[src/rtl/axil_pkg.sv]
// Shared AXI4-Lite initiator types: FSM state encoding and response codes.
package axil_pkg;

  typedef enum logic [2:0] {
    ST_IDLE,
    ST_RD_ADDR,
    ST_RD_DATA,
    ST_WR_REQ,
    ST_WR_RESP,
    ST_DONE,
    ST_DRAIN
  } state_e;

  localparam logic [1:0] RESP_OKAY    = 2'b00;
  localparam logic [1:0] RESP_EXOKAY  = 2'b01;
  localparam logic [1:0] RESP_SLVERR  = 2'b10;
  localparam logic [1:0] RESP_DECERR  = 2'b11;
  // Timeouts reuse the DECERR encoding; rsp_timeout tells them apart.
  localparam logic [1:0] RESP_TIMEOUT = RESP_DECERR;

endpackage

[src/rtl/axil_timeout_timer.sv]
// Saturating response-wait counter; expired once TIMEOUT_CYCLES wait cycles have elapsed.
module axil_timeout_timer #(
  parameter int TIMEOUT_CYCLES = 1024
) (
  input  logic aclk,
  input  logic areset,
  input  logic i_clear,
  input  logic i_enable,
  output logic o_expired
);

  localparam int CW = $clog2(TIMEOUT_CYCLES + 1);
  localparam logic [CW-1:0] LIMIT = CW'(TIMEOUT_CYCLES);

  logic [CW-1:0] r_cnt;

  always_ff @(posedge aclk) begin
    if (areset || i_clear) r_cnt <= '0;
    else if (i_enable && (r_cnt != LIMIT)) r_cnt <= r_cnt + CW'(1);
  end

  assign o_expired = (r_cnt == LIMIT);

endmodule

[src/rtl/axil_counter_reader.sv]
// Single-outstanding AXI4-Lite initiator: one command in, one response pulse out,
// with a response-wait timeout and a drain state that swallows the late beat.
module axil_counter_reader
  import axil_pkg::*;
#(
  parameter int ADDR_WIDTH     = 12,
  parameter int DATA_WIDTH     = 64,
  parameter int TIMEOUT_CYCLES = 1024
) (
  input  logic                    aclk,
  input  logic                    areset,
  input  logic                    cmd_valid,
  output logic                    cmd_ready,
  input  logic                    cmd_write,
  input  logic [ADDR_WIDTH-1:0]   cmd_addr,
  input  logic [DATA_WIDTH-1:0]   cmd_wdata,
  input  logic [DATA_WIDTH/8-1:0] cmd_wstrb,
  output logic                    rsp_valid,
  output logic [DATA_WIDTH-1:0]   rsp_data,
  output logic [1:0]              rsp_resp,
  output logic                    rsp_timeout,
  output logic                    arvalid,
  input  logic                    arready,
  output logic [ADDR_WIDTH-1:0]   araddr,
  output logic [2:0]              arprot,
  input  logic                    rvalid,
  output logic                    rready,
  input  logic [1:0]              rresp,
  input  logic [DATA_WIDTH-1:0]   rdata,
  output logic                    awvalid,
  input  logic                    awready,
  output logic [ADDR_WIDTH-1:0]   awaddr,
  output logic [2:0]              awprot,
  output logic                    wvalid,
  input  logic                    wready,
  output logic [DATA_WIDTH-1:0]   wdata,
  output logic [DATA_WIDTH/8-1:0] wstrb,
  input  logic                    bvalid,
  output logic                    bready,
  input  logic [1:0]              bresp
);

  state_e                  r_state;
  logic                    r_is_wr;
  logic [ADDR_WIDTH-1:0]   r_addr;
  logic [DATA_WIDTH-1:0]   r_wdata;
  logic [DATA_WIDTH/8-1:0] r_wstrb;
  logic r_cmd_ready, r_arvalid, r_rready, r_awvalid, r_wvalid, r_bready;
  logic r_rsp_valid, r_rsp_timeout;
  logic [DATA_WIDTH-1:0]   r_rsp_data;
  logic [1:0]              r_rsp_resp;

  logic w_waiting, w_expired;
  assign w_waiting = (r_state == ST_RD_DATA) || (r_state == ST_WR_RESP);

  axil_timeout_timer #(.TIMEOUT_CYCLES(TIMEOUT_CYCLES)) u_timer (
    .aclk      (aclk),
    .areset    (areset),
    .i_clear   (!w_waiting),
    .i_enable  (w_waiting),
    .o_expired (w_expired)
  );

  always_ff @(posedge aclk) begin
    if (areset) begin
      r_state       <= ST_IDLE;
      r_is_wr       <= 1'b0;
      r_addr        <= '0;
      r_wdata       <= '0;
      r_wstrb       <= '0;
      r_cmd_ready   <= 1'b0;
      r_arvalid     <= 1'b0;
      r_rready      <= 1'b0;
      r_awvalid     <= 1'b0;
      r_wvalid      <= 1'b0;
      r_bready      <= 1'b0;
      r_rsp_valid   <= 1'b0;
      r_rsp_timeout <= 1'b0;
      r_rsp_data    <= '0;
      r_rsp_resp    <= RESP_OKAY;
    end else begin
      case (r_state)
        ST_IDLE: begin
          if (r_cmd_ready && cmd_valid) begin
            r_cmd_ready <= 1'b0;
            r_is_wr     <= cmd_write;
            r_addr      <= cmd_addr;
            r_wdata     <= cmd_wdata;
            r_wstrb     <= cmd_wstrb;
            if (cmd_write) begin
              r_awvalid <= 1'b1;
              r_wvalid  <= 1'b1;
              r_state   <= ST_WR_REQ;
            end else begin
              r_arvalid <= 1'b1;
              r_state   <= ST_RD_ADDR;
            end
          end else begin
            r_cmd_ready <= 1'b1;
          end
        end
        ST_RD_ADDR: begin
          if (arready) begin
            r_arvalid <= 1'b0;
            r_rready  <= 1'b1;
            r_state   <= ST_RD_DATA;
          end
        end
        ST_RD_DATA: begin
          // A beat arriving on the expiry cycle still wins over the timeout.
          if (rvalid) begin
            r_rready      <= 1'b0;
            r_rsp_valid   <= 1'b1;
            r_rsp_timeout <= 1'b0;
            r_rsp_data    <= rdata;
            r_rsp_resp    <= rresp;
            r_state       <= ST_DONE;
          end else if (w_expired) begin
            r_rready      <= 1'b0;
            r_rsp_valid   <= 1'b1;
            r_rsp_timeout <= 1'b1;
            r_rsp_data    <= '0;
            r_rsp_resp    <= RESP_TIMEOUT;
            r_state       <= ST_DONE;
          end
        end
        ST_WR_REQ: begin
          if (awready) r_awvalid <= 1'b0;
          if (wready)  r_wvalid  <= 1'b0;
          if ((awready || !r_awvalid) && (wready || !r_wvalid)) begin
            r_bready <= 1'b1;
            r_state  <= ST_WR_RESP;
          end
        end
        ST_WR_RESP: begin
          if (bvalid) begin
            r_bready      <= 1'b0;
            r_rsp_valid   <= 1'b1;
            r_rsp_timeout <= 1'b0;
            r_rsp_data    <= '0;
            r_rsp_resp    <= bresp;
            r_state       <= ST_DONE;
          end else if (w_expired) begin
            r_bready      <= 1'b0;
            r_rsp_valid   <= 1'b1;
            r_rsp_timeout <= 1'b1;
            r_rsp_data    <= '0;
            r_rsp_resp    <= RESP_TIMEOUT;
            r_state       <= ST_DONE;
          end
        end
        ST_DONE: begin
          r_rsp_valid   <= 1'b0;
          r_rsp_timeout <= 1'b0;
          if (r_rsp_timeout) begin
            r_rready <= !r_is_wr;
            r_bready <= r_is_wr;
            r_state  <= ST_DRAIN;
          end else begin
            r_cmd_ready <= 1'b1;
            r_state     <= ST_IDLE;
          end
        end
        ST_DRAIN: begin
          if ((r_rready && rvalid) || (r_bready && bvalid)) begin
            r_rready    <= 1'b0;
            r_bready    <= 1'b0;
            r_cmd_ready <= 1'b1;
            r_state     <= ST_IDLE;
          end
        end
        default: r_state <= ST_IDLE;
      endcase
    end
  end

  assign cmd_ready   = r_cmd_ready;
  assign rsp_valid   = r_rsp_valid;
  assign rsp_data    = r_rsp_data;
  assign rsp_resp    = r_rsp_resp;
  assign rsp_timeout = r_rsp_timeout;
  assign arvalid     = r_arvalid;
  assign araddr      = r_addr;
  assign arprot      = 3'b000;
  assign rready      = r_rready;
  assign awvalid     = r_awvalid;
  assign awaddr      = r_addr;
  assign awprot      = 3'b000;
  assign wvalid      = r_wvalid;
  assign wdata       = r_wdata;
  assign wstrb       = r_wstrb;
  assign bready      = r_bready;

endmodule

[config.mk]
export PLATFORM = sky130hd
export DESIGN_NAME = axil_counter_reader
export DESIGN_NICKNAME = d
export VERILOG_FILES = /design/src/rtl/axil_pkg.sv /design/src/rtl/axil_timeout_timer.sv /design/src/rtl/axil_counter_reader.sv
export SDC_FILE = /design/constraint.sdc
export NUM_CORES = 1
export LEC_CHECK = 0
export CORE_MARGIN = 4
export CORE_UTILIZATION = 25
export DETAILED_ROUTE_END_ITERATION = 6
export PLACE_DENSITY = 0.59
export SYNTH_ARGS = -nofsm -noshare
export SYNTH_HDL_FRONTEND = slang
export SYNTH_SLANG_ARGS = --single-unit
[constraint.sdc]
create_clock -name aclk -period 1.65 [get_ports aclk]
set_clock_uncertainty 0.05 [all_clocks]
set_input_delay 0.33 -clock aclk [delete_from_list [all_inputs] [get_ports aclk]]
set_output_delay 0.33 -clock aclk [all_outputs]
set_load 0.03 [all_outputs]
Word level (Yosys, flattened, before mapping)
Index checks and enable logic that the tools add are counted.
{"block": "word_totals", "ff_bits": 173, "in_bits": 161, "out_inout_bits": 176, "wordCells": 117}
{"block": "op_classes", "add_sub_neg": 1, "n_eq_ne": 20, "muxes": 50, "n_reduce_logical": 30}
{"cell": "64-bit 2-to-1 mux", "count": 3}
{"cell": "64-bit case mux with 2 select lines", "count": 1}
{"cell": "1-bit 2-to-1 mux", "count": 24}
{"cell": "3-bit 2-to-1 mux", "count": 8}
{"cell": "3-bit case mux with 7 select lines", "count": 1}
{"cell": "2-bit inequality test (second input constant)", "count": 10}
{"cell": "4-bit AND reduction", "count": 4}
{"cell": "11-bit by 1-bit adder with 11-bit output (second input constant)", "count": 1}
{"cell": "11-bit == test (second input constant)", "count": 1}
{"cell": "11-bit inequality test (second input constant)", "count": 1}
{"cell": "5-bit AND reduction", "count": 2}
{"cell": "3-bit == test (second input constant)", "count": 3}
{"cell": "1-bit case mux with 3 select lines", "count": 3}
{"cell": "2-bit 2-to-1 mux", "count": 4}
{"cell": "1-bit case mux with 4 select lines", "count": 2}
{"cell": "4-bit nonzero test", "count": 2}
{"cell": "3-bit by 2-bit == test with 1-bit output (second input constant)", "count": 2}
{"cell": "3-bit by 2-bit inequality test with 1-bit output (second input constant)", "count": 2}
{"cell": "1-bit case mux with 2 select lines", "count": 3}
{"cell": "2-bit nonzero test", "count": 3}
{"cell": "3-bit nonzero test", "count": 2}
{"cell": "1-bit logical AND", "count": 5}
{"cell": "1-bit logical OR", "count": 5}
{"cell": "1-bit zero test", "count": 4}
{"cell": "5 further kinds", "count": 5}

Logic depth before layout (Yosys ltp)
{"block": "logic_depth", "ltp_word": 5, "ltp_mapped": 9, "depth_no_buf": 6}

Hierarchy
From an unflattened synthesis, not the netlist that was laid out.
{"block": "unflattened", "cells_unflattened": 795, "hier_area_um2": 6751.5}
{"mod": "axil_counter_reader", "instances": 1, "cells_per_inst": 724, "area_each_um2": 6139.6, "seq_area_each_um2": 3243.1}
{"mod": "axil_timeout_timer", "instances": 1, "cells_per_inst": 71, "area_each_um2": 611.8, "seq_area_each_um2": 220.2}

Least setup slack after synthesis
OpenSTA, ideal clock, no wires.
{"block": "synth_path", "path_type": "reg2reg", "startpoint": "reg u_timer.r_cnt[0]", "endpoint": "reg r_rsp_data[10] (netlist: rsp_data[10])", "setup_ns": 0.117, "arrival_ns": 1.640, "required_ns": 1.483, "path_slack_ns": -0.157, "path_stages_with_launch": 10, "n_path_buf": 3, "synth_period_minus_slack_ns": 1.807, "path_cell_list": "dfxtp_1 > inv_1 > ha_1 > nor4b_2 > and3_1 > buf_6 > o21ai_2 > buf_6 > buf_6 > a32o_1"}
{"block": "synth_via", "elab_chain_cells": 4, "word_cells_on_any_way": 5, "cone_classes": "eq/ne (1); mux (4)"}
{"item": "start: declaration", "line_no": "axil_timeout_timer.sv:15", "text": "logic [CW-1:0] r_cnt;"}
{"item": "start signal: assignment", "line_no": "axil_timeout_timer.sv:19", "text": "else if (i_enable && (r_cnt != LIMIT)) r_cnt <= r_cnt + CW'(1);"}
{"item": "11-bit == test (*)", "line_no": "axil_timeout_timer.sv:22", "text": "assign o_expired = (r_cnt == LIMIT);"}
{"item": "64-bit 2-to-1 mux (*)"}
{"item": "64-bit 2-to-1 mux, on equally long branches"}
{"item": "64-bit case mux with 2 select lines (*)"}
{"item": "end signal: assignment", "line_no": "axil_counter_reader.sv:115", "text": "r_rsp_data <= rdata;"}
{"item": "end: declaration", "line_no": "axil_counter_reader.sv:50", "text": "logic [DATA_WIDTH-1:0] r_rsp_data;"}
Mark *: on every way between the ends. The rest lies on a longest branch, timed or not.
A chain may end at the register's enable or synchronous reset.

Worst setup path in the final report
{"block": "layout_path", "startpoint": "reg r_state[2]", "endpoint": "reg r_wdata[5] (netlist: wdata[5])"}
{"block": "layout_via", "elab_chain_cells": 2}
{"item": "start: declaration", "line_no": "axil_counter_reader.sv:43", "text": "state_e r_state;"}
{"item": "start signal: assignment", "line_no": "axil_counter_reader.sv:66", "text": "r_state <= ST_IDLE;"}
{"item": "start signal: assignment", "line_no": "axil_counter_reader.sv:93", "text": "r_state <= ST_WR_REQ;"}
{"item": "start signal: assignment", "line_no": "axil_counter_reader.sv:96", "text": "r_state <= ST_RD_ADDR;"}
{"item": "3-bit zero test", "line_no": "axil_counter_reader.sv:82", "text": "case (r_state)"}
{"item": "2-bit AND reduction (no source line)"}
{"item": "end signal: assignment", "line_no": "axil_counter_reader.sv:88", "text": "r_wdata <= cmd_wdata;"}
{"item": "end: declaration", "line_no": "axil_counter_reader.sv:46", "text": "logic [DATA_WIDTH-1:0] r_wdata;"}
Every way passes these cells.

==> flow_summary.toml <==
[worst_setup_path]
critPathArrivalTime_ns = 2.08
crit_slowest_cell = "dfxtp_4"
critPathKind = "flip-flop to flip-flop"
start_kind = "flip-flop"
cpMostUsedCell = "buf_12"
cp.required_ns = 1.94
crit_path_end_kind = "flip-flop"
critPathMaxFanout = 8
crit_path_max_incr_delay_ns = 0.37
crit_chain = "buf_6 > nor3_2 > buf_4 > and3_4 > buf_12 > buf_12 > buf_12 > nand2_4 > a21oi_2"

[die]
initial_core_util = 0.256
core_area_um2 = 25500
ios = 337
dieArea_um2 = 28800
dieHeight_um = 170
rows = 58
die_w_um = 170

[cells_and_area]
syn_to_final_growth_pct = 86.0
drive_gt1_frac = 0.258
antenna_cells = 0
final_util = 0.477
regArea_um2 = 3470
multiInputGateArea_um2 = 3340
fin_area_um2 = 12100
n_fill_cell = 2450
layout.nets = 1251

[clock_network]
htree_num_levels = 4
worstSkewPairLatency_ns = 0.42
postCtsHoldBufs = 0
clkSinkCount = 173
clockBufferDepth = 2
cts_inserted_buffers = 17
cts_tree = "yes"
path_clk_slew_ns = 0.08
root_buffer = "clkbuf_16"

[grt]
grt_pass1_vias = 6450
grt_pass1_wl_um = 35500
antenna_found_initial = 1
grt_usage = 0.153
grt_max_degree = 85
gr-total-overflow = 0

[route]
dr.pass1.iters = 6
drc = 0
drtIter0Drc = 364
vias_per_cell = 4.70
wl_met1_um = 10200
wl_met3_um = 2280
wirelength_um = 24600
dr_total_vias = 6724
top_layer = "met5"
wl_met2_um = 11800
wl_per_cell_um = 17.2
ant_nets = 0

[place]
io_buffers = 330
dp.final_hpwl_um = 16300
pre_cts_slack_ns = -0.379
placed_area_um2 = 10500
gp_congestion = 0.812

[synthesis]
synth_area_per_cell_um2 = 9.17
ys_ff_latch = 173
synth_cells = 712
ys_seq_area_frac = 0.530
yosysWarnings = 0
async_reset_ff_frac = 0
ys_top_cells_by_count = "nand2_1, dfxtp_1, a21oi_1"
synth_most_common_cell = "nand2_1"
synth_edf_count = 0
synthTopCellsByArea = "dfxtp_1, nand2_1, a32o_1"
synth_ff_type = "dfxtp_1"
netlist_area_um2 = 6530
yosys.area.top_type = "dfxtp_1"
synth_top_area_share = 0.530
synth.distinct_cells = 52

[sta]
min_period_ns = 1.78
setup-tns-final_ns = -7.81
grt_setup_unrepaired = "yes"
timing.final.crit_share = 1.08
drv_slew = 0
tightestPinTransition_ns = 0.637
slew_headroom = 0.575
setup_viol = 111
finalHoldViolations = 0
finalWorstSetupSlack_ns = -0.134
maxClockFrequency_mhz = 561

[worst_hold_path]
hp-class = "input pin to flip-flop"

[outcome]
status = "finished with violations"
violations = "negative setup slack"

[power_and_ir_drop]
power.density_nw_per_um2 = 1260
p_leak_nw = 5.38
peakVddDrop_mv = 0.553

[run]
drv_cap = 0
where the power goes:
group          total [mW]  internal [mW]  switching (mW)
clock network        3.94           2.02            1.93
registers            5.02           4.72           0.304
logic                6.31           2.87            3.44
total                15.3           9.60            5.67
worst max-delay path, delay by kind of cell, from the launching register on:
| family | cells | cell delay [ns] |
|---|---|---|
| AO/OA/AOI/OAI | 1 | 0.13 |
| flip-flops | 1 | 0.37 |
| AND/OR/NAND/NOR | 3 | 0.45 |
| buffers and inverters | 5 | 0.69 |
logic make-up after synthesis:
family | after synthesis | share of synthesized area
adder cells (fa/ha/maj) | 2 | 0.00383
multiplexers | 7 | 0.0111
other | 1 | 0.000574
AO/OA/AOI/OAI | 195 | 0.215
flip-flops | 173 | 0.530
buffers and inverters | 86 | 0.0711
XOR/XNOR | 9 | 0.0121
AND/OR/NAND/NOR | 239 | 0.156
through the flow:
stage,hold slack (ns),cells,power (mW)
5_1_grt,0.227,1431,16.0
2_1_floorplan,0.396,717,7.91
6_report,0.233,1431,15.3
4_1_cts,0.204,1418,14.6
3_3_place_gp,0.390,1370,10.3
3_5_place_dp,0.393,1370,10.4
layout by cell type, fill, tap and decap left out, types with 6 or more instances in the layout:
| master | Yosys | routed |
|---|---|---|
| conb_1 | 1 | 6 |
| buf_4 | 18 | 58 |
| nand2_4 | 0 | 45 |
| xor2_1 | 7 | 7 |
| nor2_1 | 19 | 18 |
| nand2_2 | 0 | 12 |
| a32o_1 | 65 | 65 |
| inv_1 | 8 | 6 |
| a21oi_1 | 93 | 33 |
| dlygate4sd2_1 | 0 | 154 |
| buf_6 | 7 | 12 |
| dfxtp_1 | 173 | 168 |
| clkdlybuf4s15_1 | 0 | 11 |
| buf_12 | 0 | 18 |
| nand2_1 | 182 | 125 |
| a21oi_2 | 1 | 60 |
| clkbuf_16 | 0 | 23 |
| clkdlybuf4s50_1 | 0 | 159 |
| inv_6 | 0 | 7 |
path summary, 6_finish.rpt:
path / start / to / slack (ns) / depth (start not counted)
min: areset / rready$_SDFFE_PP0P_ / 0.23 / 4
min reg2reg: wdata[37]$_SDFFE_PP0P_ / wdata[37]$_SDFFE_PP0P_ / 0.40 / 2
max: r_state[2]$_SDFFE_PP0P_ / wdata[5]$_SDFFE_PP0P_ / -0.13 / 9
max reg2reg: r_state[2]$_SDFFE_PP0P_ / wdata[5]$_SDFFE_PP0P_ / -0.13 / 9
routing by layer:
layer,GRT usage,up-vias
met1,0.186,3195
met4,0.0396,2
li1,-,3248
met3,0.0615,23
met5,0,-
met2,0.252,256
layout make-up:
class                   count  share of cell area
repair buffers            429               0.356
flip-flops and latches    173               0.286
multi-input cells         458               0.275
clock buffers              18              0.0353
well taps                 330              0.0340
clock inverters            14              0.0114
inverters                   9             0.00278
registers in the layout (all words and copies together), names as in the netlist, 2 cells and up:
signal / count
u_timer.r_cnt: 11
rsp_resp: 2
wdata: 64
r_state: 3
wstrb: 8
araddr: 12
rsp_data: 64
timing repair:
| item | 4_1_cts | 5_1_grt |
|---|---|---|
| resized for setup | 219 | 189 |
| cloned | 6 | 7 |
| setup buffers | 10 | 11 |
| endpoints found under the setup margin | 311 | 152 |
| pin swaps | 12 | 106 |
Note: power is estimated with default switching activity, not from simulation.
